**src/rtl/counter_cmd_pkg.sv**
```systemverilog
// Shared types for the decade-counter command sequencer.
package counter_cmd_pkg;

    localparam int unsigned DIGIT_W = 4;

    typedef enum logic [1:0] {
        OP_CLEAR = 2'b00,
        OP_LOAD  = 2'b01,
        OP_RUN   = 2'b10,
        OP_HOLD  = 2'b11
    } cmd_op_e;

    typedef enum logic [2:0] {
        IDLE    = 3'd0,
        S_CLEAR = 3'd1,
        S_LOAD  = 3'd2,
        S_RUN   = 3'd3,
        S_HOLD  = 3'd4
    } state_e;

endpackage

```
**src/rtl/cycle_down_counter.sv**
```systemverilog
// Loadable down-counter with a registered zero flag; saturates at zero.
module cycle_down_counter #(
    parameter int unsigned W = 8
) (
    input  logic         clk,
    input  logic         rst_n,
    input  logic         load,
    input  logic [W-1:0] load_val,
    input  logic         dec,
    output logic         zero
);

    logic [W-1:0] cnt_q;

    always_ff @(posedge clk) begin
        if (!rst_n) begin
            cnt_q <= '0;
            zero  <= 1'b1;
        end else if (load) begin
            cnt_q <= load_val;
            zero  <= (load_val == '0);
        end else if (dec && (cnt_q != '0)) begin
            cnt_q <= cnt_q - W'(1);
            zero  <= (cnt_q == W'(1));
        end
    end

endmodule

```
**src/rtl/counter_cmd_sequencer.sv**
```systemverilog
// Command sequencer driving a decade counter's MR/Load/Enable/P, with a shadow of the counter value.
module counter_cmd_sequencer
    import counter_cmd_pkg::*;
#(
    parameter int unsigned MAX_VAL    = 9,
    parameter int unsigned RUN_W      = 8,
    parameter int unsigned CLR_CYCLES = 2
) (
    input  logic               clk,
    input  logic               rst_n,
    input  logic               cmd_valid,
    output logic               cmd_ready,
    input  logic [1:0]         cmd_op,
    input  logic [RUN_W-1:0]   cmd_data,
    output logic               MR,
    output logic               Load,
    output logic               Enable,
    output logic [DIGIT_W-1:0] P,
    output logic               busy,
    output logic               done,
    output logic               err,
    output logic [DIGIT_W-1:0] exp_q
);

    state_e               state_q, state_d;
    logic                 mr_d, load_d, enable_d, busy_d, done_d, err_d;
    logic [DIGIT_W-1:0]   p_d, exp_d, exp_inc;
    logic                 cnt_load, cnt_dec, cnt_zero;
    logic [RUN_W-1:0]     cnt_val;

    // Commands are only taken in IDLE; the counter loads n-1 so zero marks the last active cycle.
    assign cmd_ready = (state_q == IDLE) && rst_n;
    assign exp_inc   = (exp_q == DIGIT_W'(MAX_VAL)) ? '0 : exp_q + DIGIT_W'(1);

    cycle_down_counter #(.W(RUN_W)) u_len (
        .clk      (clk),
        .rst_n    (rst_n),
        .load     (cnt_load),
        .load_val (cnt_val),
        .dec      (cnt_dec),
        .zero     (cnt_zero)
    );

    always_ff @(posedge clk) begin
        if (!rst_n) begin
            state_q <= IDLE;
            MR      <= 1'b0;
            Load    <= 1'b0;
            Enable  <= 1'b0;
            P       <= '0;
            busy    <= 1'b0;
            done    <= 1'b0;
            err     <= 1'b0;
            exp_q   <= '0;
        end else begin
            state_q <= state_d;
            MR      <= mr_d;
            Load    <= load_d;
            Enable  <= enable_d;
            P       <= p_d;
            busy    <= busy_d;
            done    <= done_d;
            err     <= err_d;
            exp_q   <= exp_d;
        end
    end

    always_comb begin
        state_d  = state_q;
        mr_d     = 1'b0;
        load_d   = 1'b0;
        enable_d = 1'b0;
        done_d   = 1'b0;
        err_d    = 1'b0;
        p_d      = P;
        exp_d    = exp_q;
        cnt_load = 1'b0;
        cnt_dec  = 1'b0;
        cnt_val  = '0;

        case (state_q)
            IDLE: begin
                if (cmd_valid) begin
                    case (cmd_op_e'(cmd_op))
                        OP_CLEAR: begin
                            state_d  = S_CLEAR;
                            mr_d     = 1'b1;
                            cnt_load = 1'b1;
                            cnt_val  = RUN_W'(CLR_CYCLES - 1);
                        end
                        OP_LOAD: begin
                            if (cmd_data[DIGIT_W-1:0] <= DIGIT_W'(MAX_VAL)) begin
                                state_d = S_LOAD;
                                load_d  = 1'b1;
                                p_d     = cmd_data[DIGIT_W-1:0];
                            end else begin
                                err_d = 1'b1;
                            end
                        end
                        OP_RUN, OP_HOLD: begin
                            if (cmd_data == '0) begin
                                done_d = 1'b1;
                            end else begin
                                state_d  = (cmd_op_e'(cmd_op) == OP_RUN) ? S_RUN : S_HOLD;
                                enable_d = (cmd_op_e'(cmd_op) == OP_RUN);
                                cnt_load = 1'b1;
                                cnt_val  = cmd_data - RUN_W'(1);
                            end
                        end
                        default: state_d = IDLE;
                    endcase
                end
            end
            S_CLEAR: begin
                exp_d = '0;
                if (cnt_zero) begin
                    state_d = IDLE;
                    done_d  = 1'b1;
                end else begin
                    mr_d    = 1'b1;
                    cnt_dec = 1'b1;
                end
            end
            S_LOAD: begin
                exp_d   = P;
                state_d = IDLE;
                done_d  = 1'b1;
            end
            S_RUN: begin
                exp_d = exp_inc;
                if (cnt_zero) begin
                    state_d = IDLE;
                    done_d  = 1'b1;
                end else begin
                    enable_d = 1'b1;
                    cnt_dec  = 1'b1;
                end
            end
            S_HOLD: begin
                if (cnt_zero) begin
                    state_d = IDLE;
                    done_d  = 1'b1;
                end else begin
                    cnt_dec = 1'b1;
                end
            end
            default: state_d = IDLE;
        endcase

        busy_d = (state_d != IDLE);
    end

endmodule

```
**config.mk**
```make
export PLATFORM = sky130hd
export DESIGN_NAME = counter_cmd_sequencer
export DESIGN_NICKNAME = d
export VERILOG_FILES = /design/src/rtl/counter_cmd_pkg.sv /design/src/rtl/cycle_down_counter.sv /design/src/rtl/counter_cmd_sequencer.sv
export SDC_FILE = /design/constraint.sdc
export NUM_CORES = 1
export LEC_CHECK = 0
export BUFFER_PORTS_ARGS = -buffer_cell sky130_fd_sc_hd__buf_2
export CAP_MARGIN = 20
export CORE_MARGIN = 1.5
export CORE_UTILIZATION = 50
export CTS_BUF_LIST = sky130_fd_sc_hd__clkbuf_4 sky130_fd_sc_hd__clkbuf_8 sky130_fd_sc_hd__clkbuf_16
export DETAILED_ROUTE_END_ITERATION = 16
export PLACE_DENSITY = 0.78
export SYNTH_ARGS = -nofsm -noshare
export SYNTH_HDL_FRONTEND = slang
export SYNTH_SLANG_ARGS = --single-unit
```
**constraint.sdc**
```tcl
create_clock -name clk -period 2 [get_ports clk]
set_input_delay 0.1 -clock clk [delete_from_list [all_inputs] [get_ports clk]]
set_output_delay 0.1 -clock clk [all_outputs]
set_load 0.005 [all_outputs]
```
==> impl_results.md, run 1 <==
- RSZ-0062 raised after global routing: yes
- WS Path Type: reg -> reg
- First-pass DRT Iterations: 4
- CTS tree: yes
- Crit-path cells: inv_1 -> ha_1 -> or4b_1 -> o22ai_4 -> nand2_2 -> o22ai_1 -> a211oi_1
- Dpl hpwl: 2990 microns
- Comb pwr share: a little under a quarter
- Post-route minimum period: 1.89 ns
- Remaining Overflow, GRT: 0
- Die area: 3690 sq um
- Initial antenna violation count: 0
- Final setup vio count: 0
- # rows: 20
- Die Ht: 60.7 microns
- Clock tree buffer depth: 2
- Async S/R FF share, synth: 0%
- R2R cell count: 7
- Pre-CTS WS: 0.0289 ns
- Setup Total Neg Slack: 0 ns
- Post-synth EDFFs: 0
- Post-layout util: 64.1%
- Max-slew violations: 0
- Peak supply drop: 0.000327 V
- Max FO, Critical Path: 7
- Setup Skew: ~0.0064 ns
- Vias in the first global route: roughly 1400
- Sequential share of power: 46.2%
- Leading cell type in the layout, fill and taps excluded: buf_2
- N_diodes: 0
- P per Cell Area: 619 nW/um^2
- Crit-path slowest cell: or4b_1
- CTS buffer count: 3
- Most frequent cells in the layout: buf_2, dfxtp_1, nor2_1
- Initial Utilization: 53.7%
- Yosys cell types: 49
- Worst-path clk slew: approximately 0.15 ns
- Fin crit share: 94.5%
- Hold depth: 3
- Worst R2R Setup Slack: 0.11 ns
- Initial DRC count: ~130
- Clock Sinks: 26
- Crit path DAT: between 2 and 2.5 ns
- RR Startpoint: u_len.cnt_q[1]
- Port Buffer Count: 27
- Final ANT Viol Nets: 0
- Hold slack: 0.0401 ns
- Clk pwr share: ~30%
- Global-route wire length before repair: between 6000 and 7000 microns
- Detail-routed via count per cell: 5.80
- Synth Register Bits: 26
- Worst-margin pin slew: ~0.38 ns
- Mapped cell area: 1670 sq um
- Area delta synth->final: 19.4%
- Syn_area_per_cell: 8.42 sq um
- Worst Hold Launch: cmd_data[1]
- Startpoint types: register
- CP max stage delay: about 0.51 ns
- Final hold vios: 0
- F_max: 529 MHz
- Latest clock arrival within the worst-skew pair: 0.33 ns
- Post-synth net total: 219
- # IOs: 28
- Post-Route WL: 4090 microns
- WL/cell: approximately 15 microns
- Endpoint class of the critical path: register
- Main synth FF type: dfxtp_1
- Worst hold path class: in -> reg
- Headroom to the max-slew limit: 74.3%
- Run status: finished clean
- Final #Nets: 256
- H-tree lvl count: 1
- Setup Fix Bufs, Post-CTS: 0
- Switching Share: 29.1%
- Chip width: 60.7 microns
- Yosys Warn Count: 0
- Layout cells sized above 1: 24.8%
- Post-layout worst setup margin: 0.111 ns
- Post-synthesis sequential area ratio: between 30% and 40%
- RR Endpoint: u_len.cnt_q[1]
- GRT Total Usage: 24.0%
- Drt drc: 0
- Internal power: 873 uW
- GP Congestion: around 0.94
- LEAKAGE: 0.000822 uW
- Clock Tree Root: clkbuf_4
- Core area: 3100 sq um
- Max_cap viols: 0
- Psw: 359 uW
- Vias post-DR: 1613
- Hold Path Sink: P[1]
- WP data required: 2.23 ns
- Syn Inst Count: 198
- Largest net degree at the start of global routing: 16
[power by group through the flow]
| stage | registers, uW | logic (uW) | clock network (uW) |
|---|---|---|---|
| 2_1_floorplan | 574 | 187 | 0 |
| 3_3_place_gp | 579 | 276 | 0 |
| 3_5_place_dp | 580 | 277 | 0 |
| 4_1_cts | 569 | 283 | 373 |
| 5_1_grt | 574 | 324 | 403 |
| 6_report | 570 | 296 | 367 |
[cell families after synthesis]
logic type,Yosys count,share of synthesized area [%]
AND/OR/NAND/NOR,89,31.2
multiplexers,7,4.20
adder cells (fa/ha/maj),8,6.01
AO/OA/AOI/OAI,44,19.0
XOR/XNOR,6,3.15
buffers and inverters,18,5.18
flip-flops,26,31.2
[layout make-up]
cell class | count | area, sq um
Fill cell | 286 | 1110
Clock buffer | 3 | 22.5
Sequential cell | 26 | 520
Tap cell | 44 | 55.1
Timing Repair Buffer | 41 | 240
Inverter | 9 | 33.8
Clock inverter | 1 | 30.0
Multi-Input combinational cell | 154 | 1090
[metrics by stage]
stage	instance area (sq um)	std cells	total power, uW
detailed placement	1910	274	856
global placement	1910	274	855
global route	1990	278	1300
finish	1990	278	1230
CTS	1970	278	1230
floorplan	1670	198	761
[layer usage]
| metal | wire length, microns | track usage (%) | vias to the layer above |
|---|---|---|---|
| met2 | 1910 | 38.1 | 70 |
| met1 | 1880 | 33.7 | 747 |
| li1 | - | - | 794 |
| met3 | 277 | 5.12 | 2 |
| met4 | 27 | 4.97 | 0 |
| met5 | 0 | 0 | - |
[worst max path at each step]
| stage | from | end | slack [ns] | cells past startpoint |
|---|---|---|---|---|
| global route | u_len.cnt_q[0] | u_len.cnt_q[3] | 0.008 | 7 |
| floorplan | state_q[0] | u_len.zero | 0.08 | 5 |
| finish | u_len.cnt_q[1] | u_len.cnt_q[1] | 0.11 | 7 |
| CTS | u_len.cnt_q[1] | u_len.cnt_q[1] | 0.11 | 7 |
| global placement | u_len.cnt_q[0] | u_len.cnt_q[2] | 0.11 | 7 |
| detailed placement | u_len.cnt_q[0] | u_len.cnt_q[1] | 0.03 | 7 |
[critical path, delay by kind of cell, from the launching register on]
family          cells  cell delay (ns)
buf+inv             1             0.10
fa+ha+maj           1             0.21
simple gates        2             0.64
flops               1             0.38
compound gates      3             0.46
[synthesized netlist by cell type (all sizes together) (2+ instances only)]
cell type / number / share of area [%]
a211oi: 3 / 1.4
a21oi: 14 / 4.2
a221oi: 3 / 1.6
and2: 3 / 1.1
buf: 5 / 2.3
clkbuf: 4 / 0.90
dfxtp: 26 / 31
ha: 8 / 6.0
inv: 8 / 1.8
mux2i: 7 / 4.2
nand2: 8 / 1.8
nand2b: 6 / 2.3
nand3: 12 / 3.6
nand3b: 3 / 1.4
nor2: 24 / 5.6
nor3: 9 / 3.7
nor3b: 3 / 1.4
nor4: 3 / 1.1
nor4b: 4 / 3.0
o211ai: 2 / 1.2
o21a: 2 / 0.90
o21ai: 5 / 1.5
o21bai: 2 / 0.90
o22a: 2 / 1.1
o22ai: 4 / 1.5
o32ai: 2 / 1.1
or2: 5 / 1.9
or3: 2 / 0.75
or4: 3 / 1.6
xnor2: 2 / 1.1
xor2: 4 / 2.1
[sequential cells by signal, indices dropped and copies added, names as in the netlist]
name	flops
MR	1
Load	1
Enable	1
u_len.zero	1
exp_q	4
u_len.cnt_q	8
err	1
busy	1
state_q	3
done	1
P	4
[timing repair]
item | CTS | global route
resized for setup | 1 | 4
pin swaps | 0 | 1
endpoints found under the setup margin | 4 | 7
hold endpoints to repair | 0 | 0
hold buffers | 0 | 0
(Power assumes the default switching activity.)
==> inputs of run 2 (changes only) <==
--- a/config.mk
+++ b/config.mk
@@ -5,13 +5,14 @@
 export SDC_FILE = /design/constraint.sdc
 export NUM_CORES = 1
 export LEC_CHECK = 0
+export ABC_AREA = 1
 export BUFFER_PORTS_ARGS = -buffer_cell sky130_fd_sc_hd__buf_2
 export CAP_MARGIN = 20
 export CORE_MARGIN = 1.5
-export CORE_UTILIZATION = 50
+export CORE_UTILIZATION = 51
 export CTS_BUF_LIST = sky130_fd_sc_hd__clkbuf_4 sky130_fd_sc_hd__clkbuf_8 sky130_fd_sc_hd__clkbuf_16
 export DETAILED_ROUTE_END_ITERATION = 16
-export PLACE_DENSITY = 0.78
+export PLACE_DENSITY = 0.79
 export SYNTH_ARGS = -nofsm -noshare
 export SYNTH_HDL_FRONTEND = slang
 export SYNTH_SLANG_ARGS = --single-unit
==> run 2 against run 1 <==
Against the previous run:
- critical path type unchanged
- setup slack improved by 0.34 ns
- final area increased by 0.75%
- wire length decreased by 3.4%
- sequential share of layout area decreased by 0.20 points
- clock power increased by 3%
- synthesized cell count increased by 33%
- combinational power increased by 23%
- maximum frequency increased by 22%
- clock skew increased by 0.0014 ns
- core utilization decreased by 4.0 points
==> impl_results.md, run 2 <==
- Run status: finished clean (unchanged)
- Dpl hpwl: 3150 microns (was 2990 microns)
- Yosys cell types: 35 (was 49)
- GRT Total Usage: 22.6% (was 24.0%)
- Worst-margin pin slew: 0.477 ns (was 0.383 ns)
- Area leader, netlist: dfxtp_1 (unchanged)
- Yosys Warn Count: 0 (unchanged)
- Pre-CTS WS: 0.500 ns (was 0.0289 ns)
- Max FO, Critical Path: 5 (was 7)
- # rows: 21 (was 20)
- Remaining Overflow, GRT: 0 (unchanged)
- Clk pwr share: 28.6% (was 29.8%)
- Synth top area cells: dfxtp_1, nand2_1, inv_1 (was dfxtp_1, ha_1, nor2_1)
- Synth Register Bits: 26 (unchanged)
- Headroom to the max-slew limit: 68.2% (was 74.3%)
- Main synth FF type: dfxtp_1 (unchanged)
- Worst R2R Setup Slack: 0.45 ns (was 0.11 ns)
- LEAKAGE: 0.00101 uW (was 0.000822 uW)
- Post-synth net total: 284 (was 219)
- Latest clock arrival within the worst-skew pair: 0.34 ns (was 0.33 ns)
- P per Cell Area: 660 nW/um^2 (was 619 nW/um^2)
- N_diodes: 0 (unchanged)
- Max-slew violations: 0 (unchanged)
- Global-route wire length before repair: 6540 microns (was 6580 microns)
- RR Endpoint: exp_q[2] (was u_len.cnt_q[1])
- Core area: 3340 sq um (was 3100 sq um)
- Port Buffer Count: 27 (unchanged)
- Syn_area_per_cell: 6.77 sq um (was 8.42 sq um)
- Post-Route WL: 3950 microns (was 4090 microns)
- # IOs: 28 (unchanged)
- PostCTS Resize Cnt: 0 (was 1)
- Largest net degree at the start of global routing: 16 (unchanged)
- GP Congestion: 0.897 (was 0.938)
- Worst hold path class: in -> reg (unchanged)
- Die Ht: 62.1 microns (was 60.7 microns)
- Startpoint types: register (unchanged)
- Setup Total Neg Slack: 0 ns (unchanged)
- Initial antenna violation count: 0 (unchanged)
- Peak supply drop: 0.000381 V (was 0.000327 V)
- Psw: 440 uW (was 359 uW)
- RSZ-0062 raised after global routing: no (was yes)
- Post-layout util: 60.1% (was 64.1%)
- Post-synth EDFFs: 0 (unchanged)
- Async S/R FF share, synth: 0% (unchanged)
- Final setup vio count: 0 (unchanged)
- Initial DRC count: 80 (was 125)
- Syn Inst Count: 263 (was 198)
- Final hold vios: 0 (unchanged)
- Post-route minimum period: 1.55 ns (was 1.89 ns)
- Clock tree buffer depth: 2 (unchanged)
- Post-CTS Hold Buffers: 0 (unchanged)
- Commonest cells in the synthesized netlist: nand2_1, inv_1, dfxtp_1, nor2_1, nand3_1 (was dfxtp_1, nor2_1, a21oi_1)
- Internal power: 884 uW (was 873 uW)
- Most frequent cells in the layout: nand2_1, inv_1, buf_2 (was buf_2, dfxtp_1, nor2_1)
- Post-synth top area share: 29.3% (was 31.2%)
- Max reg flops: 8 (unchanged)
- Mapped cell area: 1780 sq um (was 1670 sq um)
- H-tree lvl count: 1 (unchanged)
- Footprint of the multi-input gates: 1070 sq um (was 1090 sq um)
- First-pass DRT Iterations: 4 (unchanged)
- Storage cell area: 520 sq um (unchanged)
- Vias in the first global route: 1492 (was 1412)
- Biggest regs: u_len.cnt_q (8), P (4), exp_q (4) (unchanged)
- Reg with most FFs: u_len.cnt_q (unchanged)
- F_max: 647 MHz (was 529 MHz)
- Final #Nets: 313 (was 256)
- WL/cell: 11.7 microns (was 14.7 microns)
- Worst-path clk slew: 0.15 ns (about the same)
- Endpoint class of the critical path: register (unchanged)
- Switching Share: 33.2% (was 29.1%)
- Comb pwr share: 27.5% (was 24.0%)
- Setup Fix Bufs, Post-CTS: 0 (unchanged)
- Setup Skew: 0.00780 ns (was 0.00639 ns)
- Layout cells sized above 1: 21.3% (was 24.8%)
- Hold depth: 3 (unchanged)
- Leading cell type in the layout, fill and taps excluded: nand2_1 (was buf_2)
- Post-synthesis sequential area ratio: 29.3% (was 31.2%)
- Final ANT Viol Nets: 0 (unchanged)
- Detail-routed via count per cell: 5.13 (was 5.80)
- Post-layout worst setup margin: 0.455 ns (was 0.111 ns)
- Drt drc: 0 (unchanged)
- Initial Utilization: 53.3% (was 53.7%)
- Clock Sinks: 26 (unchanged)
- Area delta synth->final: 12.7% (was 19.4%)
- Count leader, synth: nand2_1 (was dfxtp_1)
- Clock Tree Root: clkbuf_4 (unchanged)
- Max_cap viols: 0 (unchanged)
- CTS tree: yes (unchanged)
- Filler cells: 332 (was 286)
- R2R cell count: 9 (was 7)
- Crit path DAT: 1.84 ns (was 2.12 ns)
- WS Path Type: reg -> reg (unchanged)
- RR Startpoint: state_q[2] (was u_len.cnt_q[1])
- CTS buffer count: 3 (unchanged)
- Chip width: 62.1 microns (was 60.7 microns)
- Worst Hold Launch: cmd_valid (was cmd_data[1])
- Fin crit share: 77.3% (was 94.5%)
- Sequential share of power: 44.0% (was 46.2%)
- Vias post-DR: 1729 (was 1613)
- Die area: 3850 sq um (was 3690 sq um)
- WP data required: 2.29 ns (was 2.23 ns)
- Hold Path Sink: Load (was P[1])
==> run 2: per-layer routing <==
metal | up-vias | GRT usage, % | routed length, microns | share of wire (%)
li1 | 900 | - | - | -
met5 | - | 0 | 0 | 0
met2 | 35 | 35.3 | 1800 | 46
met4 | 0 | 7.60 | 32 | 0.81
met3 | 4 | 2.69 | 157 | 4.0
met1 | 790 | 32.3 | 1960 | 50
==> run 2: kinds of logic after synthesis <==
family | Yosys count | synth area share, %
buffers and inverters | 47 | 10.5
DFF | 26 | 29.3
xor gates and xnor gates | 5 | 2.46
adders and majority gates | 8 | 5.63
and+or+nand+nor | 137 | 39.5
AOI/OAI and AO/OA | 40 | 12.7
==> run 2: per-stage QoR <==
stage	total power, uW	cells	hold slack, ns	cell area [sq um]
6_report	1320	337	0.0767	2000
3_5_place_dp	953	333	0.427	1950
5_1_grt	1400	337	0.0725	2000
3_3_place_gp	950	333	0.417	1950
2_1_floorplan	867	263	0.241	1780
4_1_cts	1320	337	0.0619	2000
==> run 2: worst max path at each step <==
stage,from,cells after the start,slack [ns],end
3_3_place_gp,cmd_data[0],10,0.56,u_len.cnt_q[5]
4_1_cts,state_q[2],9,0.46,exp_q[2]
3_5_place_dp,state_q[2],9,0.50,exp_q[2]
6_report,state_q[2],9,0.45,exp_q[2]
5_1_grt,state_q[2],9,0.30,exp_q[2]
2_1_floorplan,state_q[0],10,0.73,u_len.cnt_q[2]
==> run 2: layout make-up <==
type	instances	area share, %
Multi-Input combinational cell	190	53.4
Sequential cell	26	26.0
Inverter	44	8.36
Timing Repair Buffer	27	6.74
Tap cell	46	2.87
Clock inverter	1	1.50
Clock buffer	3	1.12
==> run 2: power groups by stage <==
stage          logic (uW)  clock network (uW)  registers (uW)
2_1_floorplan         279                   0             588
3_3_place_gp          358                   0             592
3_5_place_dp          359                   0             593
4_1_cts               362                 379             582
5_1_grt               414                 400             587
6_report              364                 378             582
==> run 2: critical path, stage by stage (launching register included) <==
cell and delay [ns]:
dfxtp_1 0.39, inv_2 0.13, nand2_1 0.11, nor2_1 0.20, nand2_1 0.14, o21ai_0 0.24, nand2_1 0.08, o211ai_1 0.09
nand2_1 0.07, inv_1 0.05
